[config.mk]
export PLATFORM = sky130hd
export DESIGN_NAME = multicycle_controller
export DESIGN_NICKNAME = d
export VERILOG_FILES = /design/src/rtl/multicycle_controller.sv
export SDC_FILE = /design/constraint.sdc
export NUM_CORES = 1
export LEC_CHECK = 0
export CORE_MARGIN = 10
export CORE_UTILIZATION = 31
export CTS_CLUSTER_DIAMETER = 40
export CTS_CLUSTER_SIZE = 28
export DETAILED_ROUTE_END_ITERATION = 12
export PLACE_DENSITY = 0.74
export SLEW_MARGIN = 20
export SYNTH_ARGS = -nofsm -noshare
export SYNTH_HDL_FRONTEND = slang
export SYNTH_SLANG_ARGS = --single-unit
[constraint.sdc]
create_clock -name clk -period 1.33 [get_ports clk]
set_clock_uncertainty 0.15 [all_clocks]
set_input_delay 0.1995 -clock clk [delete_from_list [all_inputs] [get_ports clk]]
set_output_delay 0.1995 -clock clk [all_outputs]
set_load 0.01 [all_outputs]
[src/rtl/multicycle_controller.sv]
// Moore control FSM for the multicycle MIPS-subset datapath (lw, sw, beq, addi, R-type).
// Optional feature: define MC_BNE_EN to decode bne (Op 000101) as a branch on ~Zero.
module multicycle_controller (
  input  logic       clk,
  input  logic       reset,
  input  logic [5:0] Op,
  input  logic [5:0] Function,
  input  logic       Zero,
  output logic       IorD,
  output logic       MemRead,
  output logic       MemWrite,
  output logic       MemToReg,
  output logic       IRWrite,
  output logic       ALUSrcA,
  output logic       RegWrite,
  output logic       RegDst,
  output logic       PCSel,
  output logic [1:0] PCSource,
  output logic [1:0] ALUSrcB,
  output logic [3:0] ALUCtrl,
  output logic [3:0] state,
  output logic       illegal,
  output logic       instr_done
);

  typedef enum logic [3:0] {
    S_FETCH   = 4'd0,
    S_DECODE  = 4'd1,
    S_MEMADR  = 4'd2,
    S_MEMRD   = 4'd3,
    S_MEMWB   = 4'd4,
    S_MEMWR   = 4'd5,
    S_EXEC    = 4'd6,
    S_RTYPEWB = 4'd7,
    S_BRANCH  = 4'd8,
    S_ADDIEX  = 4'd9,
    S_ADDIWB  = 4'd10,
    S_ILLEGAL = 4'd15
  } state_e;

  localparam logic [5:0] OP_RTYPE = 6'b000000;
  localparam logic [5:0] OP_LW    = 6'b100011;
  localparam logic [5:0] OP_SW    = 6'b101011;
  localparam logic [5:0] OP_BEQ   = 6'b000100;
  localparam logic [5:0] OP_BNE   = 6'b000101;
  localparam logic [5:0] OP_ADDI  = 6'b001000;

  localparam logic [3:0] ALU_AND = 4'b0000;
  localparam logic [3:0] ALU_OR  = 4'b0001;
  localparam logic [3:0] ALU_XOR = 4'b0010;
  localparam logic [3:0] ALU_NOR = 4'b0011;
  localparam logic [3:0] ALU_ADD = 4'b0110;
  localparam logic [3:0] ALU_SUB = 4'b1110;
  localparam logic [3:0] ALU_SLT = 4'b1111;

  state_e     state_q, state_d;
  logic       fn_legal;
  logic [3:0] fn_alu;
  logic       op_branch;
  logic       branch_take;

  // R-type function decode; the IR is stable after FETCH, so EXEC and RTYPEWB both read it.
  always_comb begin
    fn_legal = 1'b1;
    fn_alu   = ALU_ADD;
    case (Function)
      6'b100000: fn_alu = ALU_ADD;
      6'b100010: fn_alu = ALU_SUB;
      6'b100100: fn_alu = ALU_AND;
      6'b100101: fn_alu = ALU_OR;
      6'b100110: fn_alu = ALU_XOR;
      6'b100111: fn_alu = ALU_NOR;
      6'b101010: fn_alu = ALU_SLT;
      default:   fn_legal = 1'b0;
    endcase
  end

`ifdef MC_BNE_EN
  assign op_branch   = (Op == OP_BEQ) || (Op == OP_BNE);
  assign branch_take = (Op == OP_BNE) ? ~Zero : Zero;
`else
  assign op_branch   = (Op == OP_BEQ);
  assign branch_take = Zero;
`endif

  always_ff @(posedge clk) begin
    if (reset) state_q <= S_FETCH;
    else       state_q <= state_d;
  end

  // instr_done marks the final cycle of every retired instruction; a reset cycle
  // suppresses every strobe so an abandoned instruction leaves no side effects.
  always_comb begin
    state_d    = state_q;
    IorD       = 1'b0;
    MemRead    = 1'b0;
    MemWrite   = 1'b0;
    MemToReg   = 1'b0;
    IRWrite    = 1'b0;
    ALUSrcA    = 1'b0;
    RegWrite   = 1'b0;
    RegDst     = 1'b0;
    PCSel      = 1'b0;
    PCSource   = 2'b00;
    ALUSrcB    = 2'b00;
    ALUCtrl    = ALU_ADD;
    illegal    = 1'b0;
    instr_done = 1'b0;

    case (state_q)
      S_FETCH: begin
        MemRead = 1'b1;
        IRWrite = 1'b1;
        PCSel   = 1'b1;
        ALUSrcB = 2'b01;
        state_d = S_DECODE;
      end
      S_DECODE: begin
        ALUSrcB = 2'b11;
        if ((Op == OP_LW) || (Op == OP_SW)) state_d = S_MEMADR;
        else if (Op == OP_RTYPE)            state_d = fn_legal ? S_EXEC : S_ILLEGAL;
        else if (op_branch)                 state_d = S_BRANCH;
        else if (Op == OP_ADDI)             state_d = S_ADDIEX;
        else                                state_d = S_ILLEGAL;
      end
      S_MEMADR: begin
        ALUSrcA = 1'b1;
        ALUSrcB = 2'b10;
        state_d = (Op == OP_LW) ? S_MEMRD : S_MEMWR;
      end
      S_MEMRD: begin
        IorD    = 1'b1;
        MemRead = 1'b1;
        state_d = S_MEMWB;
      end
      S_MEMWB: begin
        RegWrite   = 1'b1;
        MemToReg   = 1'b1;
        instr_done = 1'b1;
        state_d    = S_FETCH;
      end
      S_MEMWR: begin
        IorD       = 1'b1;
        MemWrite   = 1'b1;
        instr_done = 1'b1;
        state_d    = S_FETCH;
      end
      S_EXEC: begin
        ALUSrcA = 1'b1;
        ALUCtrl = fn_alu;
        state_d = S_RTYPEWB;
      end
      S_RTYPEWB: begin
        RegWrite   = 1'b1;
        RegDst     = 1'b1;
        ALUCtrl    = fn_alu;
        instr_done = 1'b1;
        state_d    = S_FETCH;
      end
      S_BRANCH: begin
        ALUSrcA    = 1'b1;
        ALUCtrl    = ALU_SUB;
        PCSource   = 2'b01;
        PCSel      = branch_take;
        instr_done = 1'b1;
        state_d    = S_FETCH;
      end
      S_ADDIEX: begin
        ALUSrcA = 1'b1;
        ALUSrcB = 2'b10;
        state_d = S_ADDIWB;
      end
      S_ADDIWB: begin
        RegWrite   = 1'b1;
        instr_done = 1'b1;
        state_d    = S_FETCH;
      end
      S_ILLEGAL: begin
        illegal = 1'b1;
        state_d = S_ILLEGAL;
      end
      default: begin
        illegal = 1'b1;
        state_d = S_ILLEGAL;
      end
    endcase

    if (reset) begin
      IorD       = 1'b0;
      MemRead    = 1'b0;
      MemWrite   = 1'b0;
      MemToReg   = 1'b0;
      IRWrite    = 1'b0;
      ALUSrcA    = 1'b0;
      RegWrite   = 1'b0;
      RegDst     = 1'b0;
      PCSel      = 1'b0;
      PCSource   = 2'b00;
      ALUSrcB    = 2'b00;
      ALUCtrl    = 4'b0000;
      illegal    = 1'b0;
      instr_done = 1'b0;
    end
  end

  assign state = reset ? 4'd0 : state_q;

endmodule

* Yosys cells after proc, flatten, opt, wreduce, memory -nomap -nowiden *
Index checks and enable logic that the tools add are counted.

storage, ports and cells
  register bits = 4
  bits of input ports = 15
  output and inout bits = 23
  word-level logic and storage cells = 72

cells by class
  eq/ne operators = 21
  muxes and demuxes = 38
  reductions and logical operators = 12

operator list
  operator              count
  $eq A6 B6 Y1 const B  9
  $pmux W4 S7           1
  $pmux W4 S6           1
  $mux W1               23
  $mux W4               5
  $eq A4 B3 Y1 const B  4
  $eq A4 B4 Y1 const B  3
  $reduce_or A11 Y1     1
  $mux W3               3
  $eq A4 B2 Y1 const B  2
  $pmux W4 S2           1
  $reduce_or A2 Y1      4
  $reduce_or A7 Y1      1
  $eq A6 B3 Y1 const B  1
  $eq A6 B4 Y1 const B  1
  $logic_not A6 Y1      1
  $pmux W2 S3           1
  $reduce_or A5 Y1      1
  $eq A4 B1 Y1 const B  1
  $logic_not A4 Y1      1
  $mux W2               2
  $reduce_or A4 Y1      1
  $reduce_or A3 Y1      1
  $pmux W1 S2           1
  $logic_or A1 B1 Y1    1

* Depth between registers and ports, before layout *
Gate-level depths: netlist of run 1.

  depth after elaboration = 7
  mapped depth = 5
  gate-level depth less buffers = 4

* Worst setup path after synthesis of run 1 *
No wires, ideal clock.

  kind = reg2out
  start = reg state_q[1]
  end = out PCSel
  arrival = 1.232 ns
  required time = 0.981 ns
  slack = -0.252 ns
  cell stages (with the launch flop) = 4
  path buffers = 0
  cells stage by stage = dfxtp_1 > or3_1 > nor3_1 > a21o_1

between the ends
  word-level cells in the longest chain between the ends = 3
  elaborated cells on any way between the ends = 4
  those cells by class = 1 x eq/ne; 2 x mux; 1 x reduce/logical

RTL lines
  item                                                     line  RTL
  start, declared                                          56    state_e state_q, state_d;
  start signal, assigned                                   88    else state_q <= state_d;
  $eq A4 B4 Y1 / $logic_not A4 Y1 (equally long branches)  110   case (state_q)
  $pmux W1 S2 *                                            110
  $mux W1 *                                                188   if (reset) begin
  end, declared                                            17    output logic PCSel,

Mark *: on every way between the ends. The rest lies on a longest branch, timed or not.

* Worst setup path after layout of run 1 *
  start = reg state_q[0]
  end = out ALUCtrl[3]

between the ends
  word-level cells in the longest chain between the ends = 4
  elaborated cells on any way between the ends = 6
  those cells by class = 3 x eq/ne; 2 x mux; 1 x reduce/logical

RTL lines
  item                        line  RTL
  $eq A4 B3 Y1                110
  $reduce_or A2 Y1 (no line)  -
  $pmux W4 S2 *               110
  $mux W4 *                   188
  end, declared               20    output logic [3:0] ALUCtrl,

Marked as above.

==> reports/metrics.yaml, run 1 <==
hold_start: "Op[3]"
place_hpwl_um: 1990
drive_above_1_share: 0.646
synth_fa_ha_area_frac: 0
crit_top_cell: "buf_6"
clock-sinks: 4
period_needed_ps: 1810
clkLatencyLatePin_ps: 240
synth_common_cells: "nor2_1, nor2b_1, a21oi_1, nand2b_1, nor3_1"
die_x_um: 63.0
synthCells: 89
ir_worst_vdd_uv: 1020
syn_area_um2: 573
h-tree-depth: 1
hold_path.class: "in2reg"
yosys.area_share.simple: 0.478
synth_edf_count: 0
worstPathRequired_ps: 980
swShare: 0.437
regToRegSetupSlack_ps: -280
drv_slew: 0
area_growth_pct: 139
rsz0062_at_grt: "true"
power_density_mw_per_mm2: 1970
first_pass_iters: 4
worst-path-buf-inv: 2
vias: 973
p_leak_uw: 0.000649
viasPerCell: 5.32
min_delay_path_depth: 4
die_y_um: 63.0
synth-seq-cells: 4
yosysTopAreaCell: "dfxtp_1"
p_comb_frac: 0.841
min_to: "state_q[1]$_SDFF_PP0_"
hold_viol: 0
portBuffers: 36
avgSynthCellArea_um2: 6.44
synthArstFlopShare: 0
yosysMostFrequentCell: "nor2_1"
core_area_mm2: 0.00175
yosysWarnings: 0
grt_pass1_vias: 1026
cts_tree: "built"
synth_top_area_frac: 0.140
grt_max_degree: 20
wire_per_inst_um: 17.3
r2r_start: "state_q[0]$_SDFF_PP0_"
fmax_mhz: 552
internal-power_uw: 1520
ctsHoldBuffers: 0
crit_path_start_kind: "register"
crit_arrival_ps: 1460
die_area_mm2: 0.00397
holdWs_ps: 346
ant_nets: 0
power.total_uw: 2710
cts_buffer_depth: 2
row_count: 15
slowest_stage: "or3_4"
status: "finished with violations"
start_util: 0.328
drt_iter0_drc: 41
fin_ws_ps: -482
seqPwrFrac: 0.101
rr_endpoint: "state_q[0]$_SDFF_PP0_"
drc_errors: 0
place.gp.congestion: 0.846
slowest_delay_ps: 430
antenna_found_initial: 0
syn-num-nets: 104
crit_family: "simple AND/OR/NAND/NOR gates"
synth_compound_area_frac: 0.264
grt_pass1_wl_um: 5020
synth_top_family_by_area: "simple AND/OR/NAND/NOR gates"
clkTransAtPathRegs_ps: 40
grt_usage: 0.150
p_sw_uw: 1180
min_period_over_period: 1.36
largest_register_ffs: 4
final_nets: 175
yosysSeqAreaShare: 0.140
antennaDiodeCount: 0
io_pins: 38
final-setup-viol-count: 25
grt_overflow_total: 0
reg2reg_depth: 7
critPathMaxFanout: 3
cts_buffers: 3
drv_cap: 0
reg_top3: "state_q (4)"
crit_chain: "or3_4, nor2_4, buf_6, a21o_1, buf_6"
synth_mux_area_frac: 0
synthFlopType: "dfxtp_1"
drt-total-wl_um: 3170
ys_types: 36
violations: "setup timing"
worst_setup_path_end_kind: "output pin"
synthTopCellsByArea: "dfxtp_1, nor2_1, nor2b_1"
clk_root_buffer_cell: "clkbuf_4"
synth_xor_xnor_area_share: 0.0306
p_clk_frac: 0.057
regMostFlops: "state_q"
timing_worst_setup_path_type: "reg2out"
-- cell type report --
cell class	instances	area [um^2]
Multi-Input combinational cell	76	629
Timing Repair Buffer	73	591
Sequential cell	4	90.1
Tap cell	25	31.3
Inverter	2	7.51
Fill cell	113	374
Clock buffer	3	22.5
-- worst min-delay path: stages --
cell            delay [ps]
dlymetal6s2s_1         210
nor3_2                 100
nand3_1                100
a31oi_1                 80
-- cell usage in the layout, fill, tap and decap left out, types with 2 or more instances in the layout --
cell             netlist  routed
a21o_1                 2       2
a21oi_1                5       2
a21oi_2                0       3
a31oi_1                3       2
buf_2                  1      21
buf_4                  1      25
buf_6                  1      14
buf_8                  0       2
clkbuf_4               0       3
clkdlybuf4s50_1        0       7
dfxtp_2                0       2
dfxtp_4                0       2
dlygate4sd2_1          0       2
inv_1                  2       2
nand2_1                4       3
nand2b_4               0       4
nand4b_1               2       2
nor2_1                16      10
nor2_2                 0       4
nor2_4                 0       2
nor2b_1                8       3
nor2b_2                0       3
nor2b_4                0       2
nor3_1                 5       2
nor3_4                 0       2
nor4_2                 0       2
o21a_1                 2       2
o21ai_2                0       3
-- layer usage --
layer,part of all wire,GRT usage
met1,0.39,0.155
met2,0.52,0.280
met3,0.063,0.0341
met4,0.027,0.0615
met5,0,0
-- cell families after synthesis --
family / after synthesis
xor gates and xnor gates: 2
other: 1
buffers and inverters: 9
AOI/OAI and AO/OA: 23
DFF: 4
and+or+nand+nor: 50
-- timing repair --
| action | in CTS | in global routing |
|---|---|---|
| buffers inserted | 11 | 3 |
| pin swaps | 18 | 8 |
| gates resized for setup | 134 | 21 |
| endpoints found under the setup margin | 26 | 26 |
-- worst max path at each step --
| stage | from | depth (start not counted) | slack (ps) | endpoint |
|---|---|---|---|---|
| after floorplan | state_q[0]$_SDFF_PP0_ | 3 | -100 | PCSel |
| after detailed placement | reset | 5 | -930 | PCSel |
| after CTS | state_q[2]$_SDFF_PP0_ | 6 | -440 | ALUCtrl[1] |
| after global placement | reset | 5 | -870 | PCSel |
| after global routing | state_q[2]$_SDFF_PP0_ | 6 | -580 | ALUCtrl[1] |
| final | state_q[0]$_SDFF_PP0_ | 5 | -480 | ALUCtrl[3] |
-- metrics by stage --
step	setup slack [ps]	setup TNS (ps)	std cells	cell area [um^2]	util
finish	-482	-7640	183	1370	0.786
global route	-576	-9360	183	1370	0.786
CTS	-440	-7580	181	1280	0.731
detailed placement	-927	-17030	167	1170	0.669
global placement	-869	-16440	167	1170	0.669
floorplan	-99.0	-256	89	646	-
-- power by group through the flow --
stage	logic (uW)	registers, uW	clock network (uW)
after floorplan	850	252	0
final	2280	274	155
after global routing	2430	283	170
after detailed placement	1660	240	0
after global placement	1630	236	0
after CTS	1960	254	156
Note: power is estimated with default switching activity, not from simulation.
==> inputs of run 2 (changes only) <==
==> constraint.sdc (replaced) <==
create_clock -name clk -period 1.33 [get_ports clk]
set_clock_uncertainty 0.15 [all_clocks]
set_input_delay 0.1995 -clock clk [delete_from_list [all_inputs] [get_ports clk]]
set_output_delay 0.1995 -clock clk [all_outputs]
set_load 0.005 [all_outputs]
==> run 2 against run 1 <==
The flow still finishes with violations (setup timing); critical endpoint is now ALUCtrl[1]; setup slack worse by 65 ps; cell area is 9.0% higher; core utilization grew 7.1 points; power up 9.8%; clock-buffer cell count stayed put; flip-flop and latch count unchanged; final cell count increased by 5.5%; global-route usage rose by 1.1 points; fmax down 3.5%; hold slack got worse by 6.5 ps; highest routed layer unchanged; largest power group unchanged.
==> reports/metrics.yaml, run 2 (synthesized netlist as in run 1, its figures left out) <==
hold_path.class: "in2reg"
clkLatencyLatePin_ps: 260
grt_pass1_vias: 1110
final_common_cell: "buf_6"
ir_worst_vdd_uv: 1500
slowest_stage: "dfxtp_2"
ant_nets: 0
fillCellCount: 96
crit_chain: "nor2b_4, nand4b_1, nor3b_2, buf_4, a21oi_2, buf_2"
grt_max_degree: 20
clock-sinks: 4
drive_above_1_share: 0.667
reg_top3: "state_q (4)"
drv_cap: 0
start_util: 0.328
p_leak_uw: 0.000706
utilization: 0.857
antenna_found_initial: 0
timing_worst_setup_path_type: "reg2out"
final.setup.tns_ps: -7960
seq_area_um2: 92.6
instances_no_fill: 193
final-setup-viol-count: 26
drt_iter0_drc: 36
min_period_over_period: 1.41
worst_setup_path_end_kind: "output pin"
fmax_mhz: 533
fin_ws_ps: -547
first_pass_iters: 4
crit_path_start_kind: "register"
crit_family: "simple AND/OR/NAND/NOR gates"
cts_tree: "built"
drt-total-wl_um: 3530
hold_viol: 0
place.gp.congestion: 0.782
portBuffers: 36
grt_overflow_total: 0
post_dp_cell_area_mm2: 0.00112
clk_root_buffer_cell: "clkbuf_4"
final_nets: 185
h-tree-depth: 1
grt_pass1_wl_um: 5380
crit_arrival_ps: 1530
period_needed_ps: 1880
viasPerCell: 5.35
critPathMaxFanout: 2
area_growth_pct: 161
clkTransAtPathRegs_ps: 50
row_count: 15
r2r_start: "state_q[0]$_SDFF_PP0_"
hold_start: "Op[4]"
die_x_um: 63.0
wire_per_inst_um: 18.3
final_area_mm2: 0.00150
critPathLaunch: "state_q[2]$_SDFF_PP0_"
place_hpwl_um: 1850
status: "finished with violations"
worstPathRequired_ps: 980
io_pins: 38
power_density_mw_per_mm2: 1990
slowest_delay_ps: 350
die_y_um: 63.0
grt_usage: 0.161
cts_buffer_depth: 2
multiInputGateArea_um2: 648
regToRegSetupSlack_ps: -250
rsz0062_at_grt: "true"
cts_buffers: 3
dp.cells: 166
worst-path-buf-inv: 2
die_area_mm2: 0.00397
vias: 1032
largest_register_ffs: 4
core_area_mm2: 0.00175
regMostFlops: "state_q"
final_cell_mix: "buf_6, buf_4, buf_2, nor2_1, clkdlybuf4s50_1"
violations: "setup timing"
antennaDiodeCount: 0
drc_errors: 0
drv_slew: 0
[run 2: metrics by stage]
| step | hold slack, ps | total power [uW] | worst slack, ps |
|---|---|---|---|
| after floorplan | 260 | 955 | -36.2 |
| after global placement | 535 | 1720 | -757 |
| after detailed placement | 528 | 1740 | -798 |
| after CTS | 318 | 2530 | -424 |
| after global routing | 380 | 3120 | -603 |
| final | 339 | 2970 | -547 |
[run 2: path summary, 6_finish.rpt]
check | endpoint | cells past startpoint
worst max-delay path | ALUCtrl[1] | 6
worst min-delay path | state_q[1]$_SDFF_PP0_ | 5
worst min register to register | state_q[3]$_SDFF_PP0_ | 3
worst max register to register | state_q[0]$_SDFF_PP0_ | 7
[run 2: power by group]
group	switching (uW)	total (uW)	internal, uW
combinational	1070	2510	1440
sequential	82.3	284	201
clock	73.7	176	103
[run 2: area by class of cell]
type | instances | share of cell area
repair buffers | 83 | 0.464
multi-input cells | 76 | 0.433
flip-flops and latches | 4 | 0.0619
well taps | 25 | 0.0209
clock buffers | 3 | 0.0151
inverters | 2 | 0.00502
[run 2: per-layer routing]
metal	track usage	part of all wire	vias up
li1	-	-	476
met1	0.152	0.38	497
met2	0.319	0.54	50
met3	0.0305	0.058	9
met4	0.0754	0.021	0
met5	0	0	-
[run 2: what timing repair did]
item / CTS / global route
gates resized for setup: 157 / 22
pin swaps: 27 / 12
hold buffers: 0 / 0
buffers inserted: 20 / 6
endpoints found under the setup margin: 26 / 26
[run 2: worst reg2reg max path, cell delays in order (launching register included)]
cell	delay [ps]
dfxtp_4	350
buf_6	130
buf_4	130
nor2b_4	120
o21ai_0	100
buf_4	160
a41o_1	230
a31oi_1	130
